**src/rtl/seq_pattern_detector_pkg.sv**
```systemverilog
// Shared definitions for the serial pattern detector: FSM encoding,
// default sizes and a helper used to size the fill counter.
package seq_det_pkg;

  // FSM encoding; 2'd3 is never entered on purpose and recovers to S_FILL.
  typedef enum logic [1:0] {
    S_FILL    = 2'd0,
    S_ARMED   = 2'd1,
    S_MATCH   = 2'd2,
    S_ILLEGAL = 2'd3
  } det_state_e;

  localparam int PAT_W_DEF = 4;
  localparam int CNT_W_DEF = 8;

  // Bits needed to hold a fill level from 0 up to and including pat_w.
  function automatic int fill_width(input int pat_w);
    return $clog2(pat_w + 1);
  endfunction

endpackage

```
**src/rtl/seq_pattern_detector_if.sv**
```systemverilog
// Bus between the bit-stream source / pattern controller and the detector.
// The master drives the stream and control; the slave (detector) drives
// the match pulse, counter and armed flag.
interface seq_pattern_detector_if #(
  parameter int PAT_W = 4,
  parameter int CNT_W = 8
);
  logic             in_vld;
  logic             in_bit;
  logic             pat_load;
  logic [PAT_W-1:0] pat;
  logic             cnt_clr;
  logic             det;
  logic [CNT_W-1:0] match_cnt;
  logic             armed;

  modport master (
    output in_vld, in_bit, pat_load, pat, cnt_clr,
    input  det, match_cnt, armed
  );

  modport slave (
    input  in_vld, in_bit, pat_load, pat, cnt_clr,
    output det, match_cnt, armed
  );
endinterface

```
**src/rtl/seq_pattern_detector_sat_counter.sv**
```systemverilog
// Saturating event counter. A clear that coincides with an increment
// lands on 1 so the coincident event is still counted.
module sat_counter #(
  parameter int W = 8
) (
  input  logic         clk,
  input  logic         rstn,
  input  logic         inc,
  input  logic         clr,
  output logic [W-1:0] cnt
);

  localparam logic [W-1:0] CNT_ZERO = W'(0);
  localparam logic [W-1:0] CNT_ONE  = W'(1);
  localparam logic [W-1:0] CNT_MAX  = {W{1'b1}};

  logic [W-1:0] r_cnt;
  logic [W-1:0] w_cnt_n;

  // Next count: clear wins over hold, increment stops at all-ones.
  always_comb begin
    w_cnt_n = r_cnt;
    if (clr) begin
      w_cnt_n = inc ? CNT_ONE : CNT_ZERO;
    end else if (inc && (r_cnt != CNT_MAX)) begin
      w_cnt_n = r_cnt + CNT_ONE;
    end else begin
      w_cnt_n = r_cnt;
    end
  end

  // Count register.
  always_ff @(posedge clk or negedge rstn) begin
    if (!rstn) begin
      r_cnt <= CNT_ZERO;
    end else begin
      r_cnt <= w_cnt_n;
    end
  end

  assign cnt = r_cnt;

endmodule

```
**src/rtl/seq_pattern_detector.sv**
```systemverilog
// Parametrised Moore serial-pattern detector with run-time pattern reload,
// optional overlapping matches, input qualifier, registered match pulse
// and saturating match counter.
module seq_pattern_detector
  import seq_det_pkg::*;
#(
  parameter int               PAT_W   = PAT_W_DEF,
  parameter logic [PAT_W-1:0] PAT_RST = 4'b1010,
  parameter bit               OVERLAP = 1'b1,
  parameter int               CNT_W   = CNT_W_DEF
) (
  input logic                  clk,
  input logic                  rstn,
  seq_pattern_detector_if.slave bus
);

  localparam int               FILL_W    = fill_width(PAT_W);
  localparam logic [FILL_W-1:0] FILL_ZERO = FILL_W'(0);
  localparam logic [FILL_W-1:0] FILL_ONE  = FILL_W'(1);
  localparam logic [FILL_W-1:0] FILL_FULL = FILL_W'(PAT_W);

  // Only the last PAT_W-1 bits are kept; the incoming bit completes the
  // PAT_W-bit window, so the oldest stored bit is never needed.
  logic [PAT_W-2:0]  r_hist;
  logic [FILL_W-1:0] r_fill;
  logic [PAT_W-1:0]  r_pat_q;
  det_state_e        r_state;
  logic              r_det;
  logic              r_armed;

  logic [PAT_W-1:0]  w_hist_n;
  logic [FILL_W-1:0] w_fill_n;
  logic              w_hit;
  logic [PAT_W-2:0]  w_hist_d;
  logic [FILL_W-1:0] w_fill_d;
  det_state_e        w_state_n;
  logic [CNT_W-1:0]  w_cnt;

  // Candidate window and fill level if the current bit is accepted.
  always_comb begin
    w_hist_n = {r_hist, bus.in_bit};
    if (r_fill == FILL_FULL) begin
      w_fill_n = r_fill;
    end else begin
      w_fill_n = r_fill + FILL_ONE;
    end
    w_hit = bus.in_vld && (w_fill_n == FILL_FULL) && (w_hist_n == r_pat_q);
  end

  // Next history, fill and state; a pattern reload discards the bit.
  always_comb begin
    w_hist_d  = r_hist;
    w_fill_d  = r_fill;
    w_state_n = r_state;
    if (bus.pat_load) begin
      w_hist_d  = {(PAT_W-1){1'b0}};
      w_fill_d  = FILL_ZERO;
      w_state_n = S_FILL;
    end else begin
      if (bus.in_vld) begin
        w_hist_d = w_hist_n[PAT_W-2:0];
        // Without overlap a hit consumes the window: PAT_W fresh bits needed.
        w_fill_d = (w_hit && !OVERLAP) ? FILL_ZERO : w_fill_n;
      end else begin
        w_hist_d = r_hist;
        w_fill_d = r_fill;
      end
      case (r_state)
        S_FILL: begin
          if (w_hit) begin
            w_state_n = S_MATCH;
          end else if (bus.in_vld && (w_fill_n == FILL_FULL)) begin
            w_state_n = S_ARMED;
          end else begin
            w_state_n = S_FILL;
          end
        end
        S_ARMED: begin
          w_state_n = w_hit ? S_MATCH : S_ARMED;
        end
        S_MATCH: begin
          if (OVERLAP) begin
            w_state_n = w_hit ? S_MATCH : S_ARMED;
          end else begin
            w_state_n = S_FILL;
          end
        end
        default: begin
          w_state_n = S_FILL;
        end
      endcase
    end
  end

  // State, history, pattern and registered outputs.
  always_ff @(posedge clk or negedge rstn) begin
    if (!rstn) begin
      r_hist  <= {(PAT_W-1){1'b0}};
      r_fill  <= FILL_ZERO;
      r_pat_q <= PAT_RST;
      r_state <= S_FILL;
      r_det   <= 1'b0;
      r_armed <= 1'b0;
    end else begin
      r_hist  <= w_hist_d;
      r_fill  <= w_fill_d;
      r_pat_q <= bus.pat_load ? bus.pat : r_pat_q;
      r_state <= w_state_n;
      r_det   <= (r_state == S_MATCH);
      r_armed <= (w_state_n != S_FILL);
    end
  end

  sat_counter #(
    .W (CNT_W)
  ) u_match_cnt (
    .clk  (clk),
    .rstn (rstn),
    .inc  (r_state == S_MATCH),
    .clr  (bus.cnt_clr),
    .cnt  (w_cnt)
  );

  assign bus.det       = r_det;
  assign bus.armed     = r_armed;
  assign bus.match_cnt = w_cnt;

endmodule
```
**src/flat_wrapper.sv**
```systemverilog
// flat-port wrapper written by rule: the top's interface ports become plain ports
module seq_pattern_detector_flat import seq_det_pkg::*;
#(
  parameter int               PAT_W   = PAT_W_DEF,
  parameter logic [PAT_W-1:0] PAT_RST = 4'b1010,
  parameter bit               OVERLAP = 1'b1,
  parameter int               CNT_W   = CNT_W_DEF
)
  (clk, rstn, bus_in_vld, bus_in_bit, bus_pat_load, bus_pat, bus_cnt_clr, bus_det, bus_match_cnt, bus_armed);
  seq_pattern_detector_if #(.PAT_W(PAT_W), .CNT_W(CNT_W)) bus_i ();
  input logic clk;
  input logic rstn;
  input wire logic [$bits(bus_i.in_vld)-1:0] bus_in_vld;
  input wire logic [$bits(bus_i.in_bit)-1:0] bus_in_bit;
  input wire logic [$bits(bus_i.pat_load)-1:0] bus_pat_load;
  input wire logic [$bits(bus_i.pat)-1:0] bus_pat;
  input wire logic [$bits(bus_i.cnt_clr)-1:0] bus_cnt_clr;
  output wire logic [$bits(bus_i.det)-1:0] bus_det;
  output wire logic [$bits(bus_i.match_cnt)-1:0] bus_match_cnt;
  output wire logic [$bits(bus_i.armed)-1:0] bus_armed;
  assign bus_i.in_vld = bus_in_vld;
  assign bus_i.in_bit = bus_in_bit;
  assign bus_i.pat_load = bus_pat_load;
  assign bus_i.pat = bus_pat;
  assign bus_i.cnt_clr = bus_cnt_clr;
  assign bus_det = bus_i.det;
  assign bus_match_cnt = bus_i.match_cnt;
  assign bus_armed = bus_i.armed;
  seq_pattern_detector #(.PAT_W(PAT_W), .PAT_RST(PAT_RST), .OVERLAP(OVERLAP), .CNT_W(CNT_W)) u_core (.clk(clk), .rstn(rstn), .bus(bus_i));
endmodule
```
**config.mk**
```make
export PLATFORM = sky130hd
export DESIGN_NAME = seq_pattern_detector_flat
export DESIGN_NICKNAME = d
export VERILOG_FILES = /design/src/rtl/seq_pattern_detector_pkg.sv /design/src/rtl/seq_pattern_detector_if.sv /design/src/rtl/seq_pattern_detector_sat_counter.sv /design/src/rtl/seq_pattern_detector.sv /design/src/flat_wrapper.sv
export SDC_FILE = /design/constraint.sdc
export NUM_CORES = 1
export LEC_CHECK = 0
export CORE_MARGIN = 5
export CORE_UTILIZATION = 38
export CTS_CLUSTER_DIAMETER = 30
export DETAILED_ROUTE_END_ITERATION = 12
export SKIP_CTS_REPAIR_TIMING = 1
export SLEW_MARGIN = 0
export SYNTH_ARGS = -nofsm -noshare
export SYNTH_HDL_FRONTEND = slang
export SYNTH_SLANG_ARGS = --single-unit
```
**constraint.sdc**
```tcl
create_clock -name clk -period 2.2 [get_ports clk]
set_clock_uncertainty 0.15 [all_clocks]
set_input_delay 0.44 -clock clk [delete_from_list [all_inputs] [get_ports clk]]
set_output_delay 0.44 -clock clk [all_outputs]
set_load 0.01 [all_outputs]
```
==> flow_metrics.tcl <==
set metrics [dict create \
    htreeDepth 1 \
    ant_nets 0 \
    cp-start-kind "register" \
    cap_violations 0 \
    pwr-share-comb 0.128 \
    synth_area_leaders "dfrtp_1 (44%), ha_1 (6.6%), nor2_1 (5.0%), dfstp_2 (4.6%), mux2i_1 (4.4%)" \
    synth_seq_area_share 0.487 \
    power_density_mw_per_mm2 533 \
    outcome "finished, final reports clean" \
    crit_type "reg -> reg" \
    drive_above_1_share 0.130 \
    yosysTopAreaCell "dfrtp_1" \
    p_int_uw 576 \
    root_buffer "clkbuf_4" \
    grt_pass1_vias 768 \
    grt_max_degree 23 \
    start_util 0.405 \
    vias 858 \
    syn_nets 123 \
    first_pass_iters 4 \
    clk_pin_slew_worst_paths_ns 0.13 \
    pre_cts_ws_ns 0.170 \
    slew_violations 0 \
    setup_viol 0 \
    yosys_warnings 0 \
    period_minus_slack_ns 2.06 \
    cts_inserted_buffers 3 \
    grt_util_all_layers 0.105 \
    crit_chain "inv_1, ha_1, or3b_1, a311oi_2, a21oi_1, nor4b_2" \
    hold_class "in -> async" \
    p_sw_uw 181 \
    cp_data_arrival_time_ns 2.14 \
    dp_cells 158 \
    wire_per_inst_um 13.5 \
    die_w_um 64.7 \
    hold_viol 0 \
    antenna_found_initial 0 \
    place_hpwl_mm 1.61 \
    setup_slack_ns 0.136 \
    cp-end-kind "register" \
    p_leak_nw 0.622 \
    grt_pass1_wl_mm 3.43 \
    sequentialPowerShare 0.577 \
    yosys-top-cells-count "dfrtp_1 (20), nor2_1 (15), a21oi_1 (6), ha_1 (6)" \
    async_reset_ff_frac 1.00 \
    drc 0 \
    cpMaxStageDelayCell "dfrtp_1" \
    io_pins 20 \
    clk_latency_ns 0.31 \
    dieArea_mm2 0.00418 \
    grt-busiest-layer "met2" \
    place_congestion 0.821 \
    drt_iter0_drc 25 \
    row_count 19 \
    synth_cells 107 \
    worst-r2r-setup-slack_ns 0.14 \
    stdcell_count 162 \
    setup_tns_ns 0 \
    synth.top_cell.area_share 0.441 \
    use_met2 0.164 \
    die_h_um 64.7 \
    avgSynthCellArea_um2 10.6 \
    core_area_mm2 0.00281 \
    post-route-period-util 0.938 \
    tightest_slew_ns 0.347 \
    max_slew_margin 0.768 \
    ys.flop_type "dfrtp_1" \
    use_met1 0.143 \
    rsz0062_at_grt "no" \
    hold_ws_ns 0.307 \
    synth_most_common_cell "dfrtp_1" \
    synthDistinctLibCells 32 \
    vias_per_cell 5.30 \
    ys_seq_elements 22 \
    required_ns 2.27 \
    vdd_drop_max_mv 0.352 \
    swShare 0.239 \
    port_buffers 19 \
    utilization 0.506 \
    nets 148 \
    cts_tree "done" \
    pwr-share-clk 0.295 \
    crit_family "simple AND/OR/NAND/NOR gates" \
    synth.cell_area_mm2 0.00113 \
    cts_buffer_depth 2 \
    crit_fanout 4 \
    path_buf_inv 1 \
    n_antenna_cell 0 \
    overflow 0 \
    grt_use_met3 0.0328 \
    slowest_delay_ns 0.42 \
    fmax_mhz 484 \
    synthToLayoutAreaGrowth_pct 25.0 \
    wl_mm 2.19 \
    synth_edf_count 0 \
    clock_sinks 22 \
]
placed cells by master (no fill, tap or decap), types with 2 or more instances in the layout:
master / n
dfrtp_1: 20
clkdlybuf4s50_1: 19
nor2_1: 15
a21oi_1: 6
ha_1: 6
inv_1: 5
xor2_1: 5
nand2_1: 5
mux2i_1: 5
nor3_1: 4
nand3_1: 4
mux2_2: 4
buf_4: 4
nand4_1: 3
clkbuf_4: 3
nand2b_1: 2
xnor2_1: 2
o21ai_0: 2
dfstp_2: 2
metrics by stage:
step	power, mW	area (um2)
after floorplan	0.498	1130
after global placement	0.540	1380
after global routing	0.795	1420
after CTS	0.768	1420
final	0.757	1420
after detailed placement	0.543	1380
power by group through the flow:
stage | Combinational, mW | Clock, mW | Sequential (mW)
6_report | 0.0971 | 0.223 | 0.436
5_1_grt | 0.109 | 0.248 | 0.438
3_3_place_gp | 0.0963 | 0 | 0.443
3_5_place_dp | 0.0989 | 0 | 0.444
4_1_cts | 0.0991 | 0.233 | 0.436
2_1_floorplan | 0.0562 | 0 | 0.442
worst paths after layout:
check                                              start  cells after the start                            end
max                         u_core.r_fill[0]$_DFFE_PN0P_                      6    u_core.r_state[0]$_DFF_PN0_
min                                                 rstn                      2    u_core.r_state[0]$_DFF_PN0_
max reg2reg                 u_core.r_fill[0]$_DFFE_PN0P_                      6    u_core.r_state[0]$_DFF_PN0_
min reg2reg                u_core.r_pat_q[2]$_DFFE_PN0P_                      1  u_core.r_pat_q[2]$_DFFE_PN0P_
max in group asynchronous                           rstn                      2  u_core.r_pat_q[1]$_DFFE_PN1P_
min in group clk           u_core.r_pat_q[2]$_DFFE_PN0P_                      1  u_core.r_pat_q[2]$_DFFE_PN0P_
cells by family (layout without fill, tap and decap cells):
kind of cell             Yosys count  after routing  share of synthesized area
adder cells (fa/ha/maj)            6              6                     0.0662
XOR/XNOR                           7              7                     0.0540
flip-flops                        22             22                      0.487
AND/OR/NAND/NOR                   41             41                      0.198
buffers and inverters              8             32                     0.0265
AO/OA/AOI/OAI                     14             14                     0.0838
multiplexers                       9              9                     0.0838
registers in the layout (all words and copies together) (netlist names):
signal                  flops
u_core.u_match_cnt.cnt      8
u_core.r_pat_q              4
u_core.r_fill               3
u_core.r_hist               3
u_core.r_state              2
u_core.bus.armed            1
u_core.bus.det              1
layout make-up:
| cell class | instances | area (um2) |
|---|---|---|
| timing repair buffer | 23 | 220 |
| fill | 258 | 1390 |
| inverter | 5 | 18.8 |
| multi-input combinational | 77 | 552 |
| clock buffer | 4 | 36.3 |
| tap | 31 | 38.8 |
| sequential | 22 | 553 |
worst reg2reg max path: stages (launching register included):
cell and delay [ns]:
dfrtp_1 0.42, inv_1 0.08, ha_1 0.24, or3b_1 0.40, a311oi_2 0.30, a21oi_1 0.14, nor4b_2 0.24
per-layer routing:
metal | vias up | routed length, um
met3 | 2 | 66
li1 | 424 | -
met5 | - | 0
met4 | 0 | 20
met1 | 418 | 1090
met2 | 14 | 1010
Note: power is estimated with default switching activity, not from simulation.
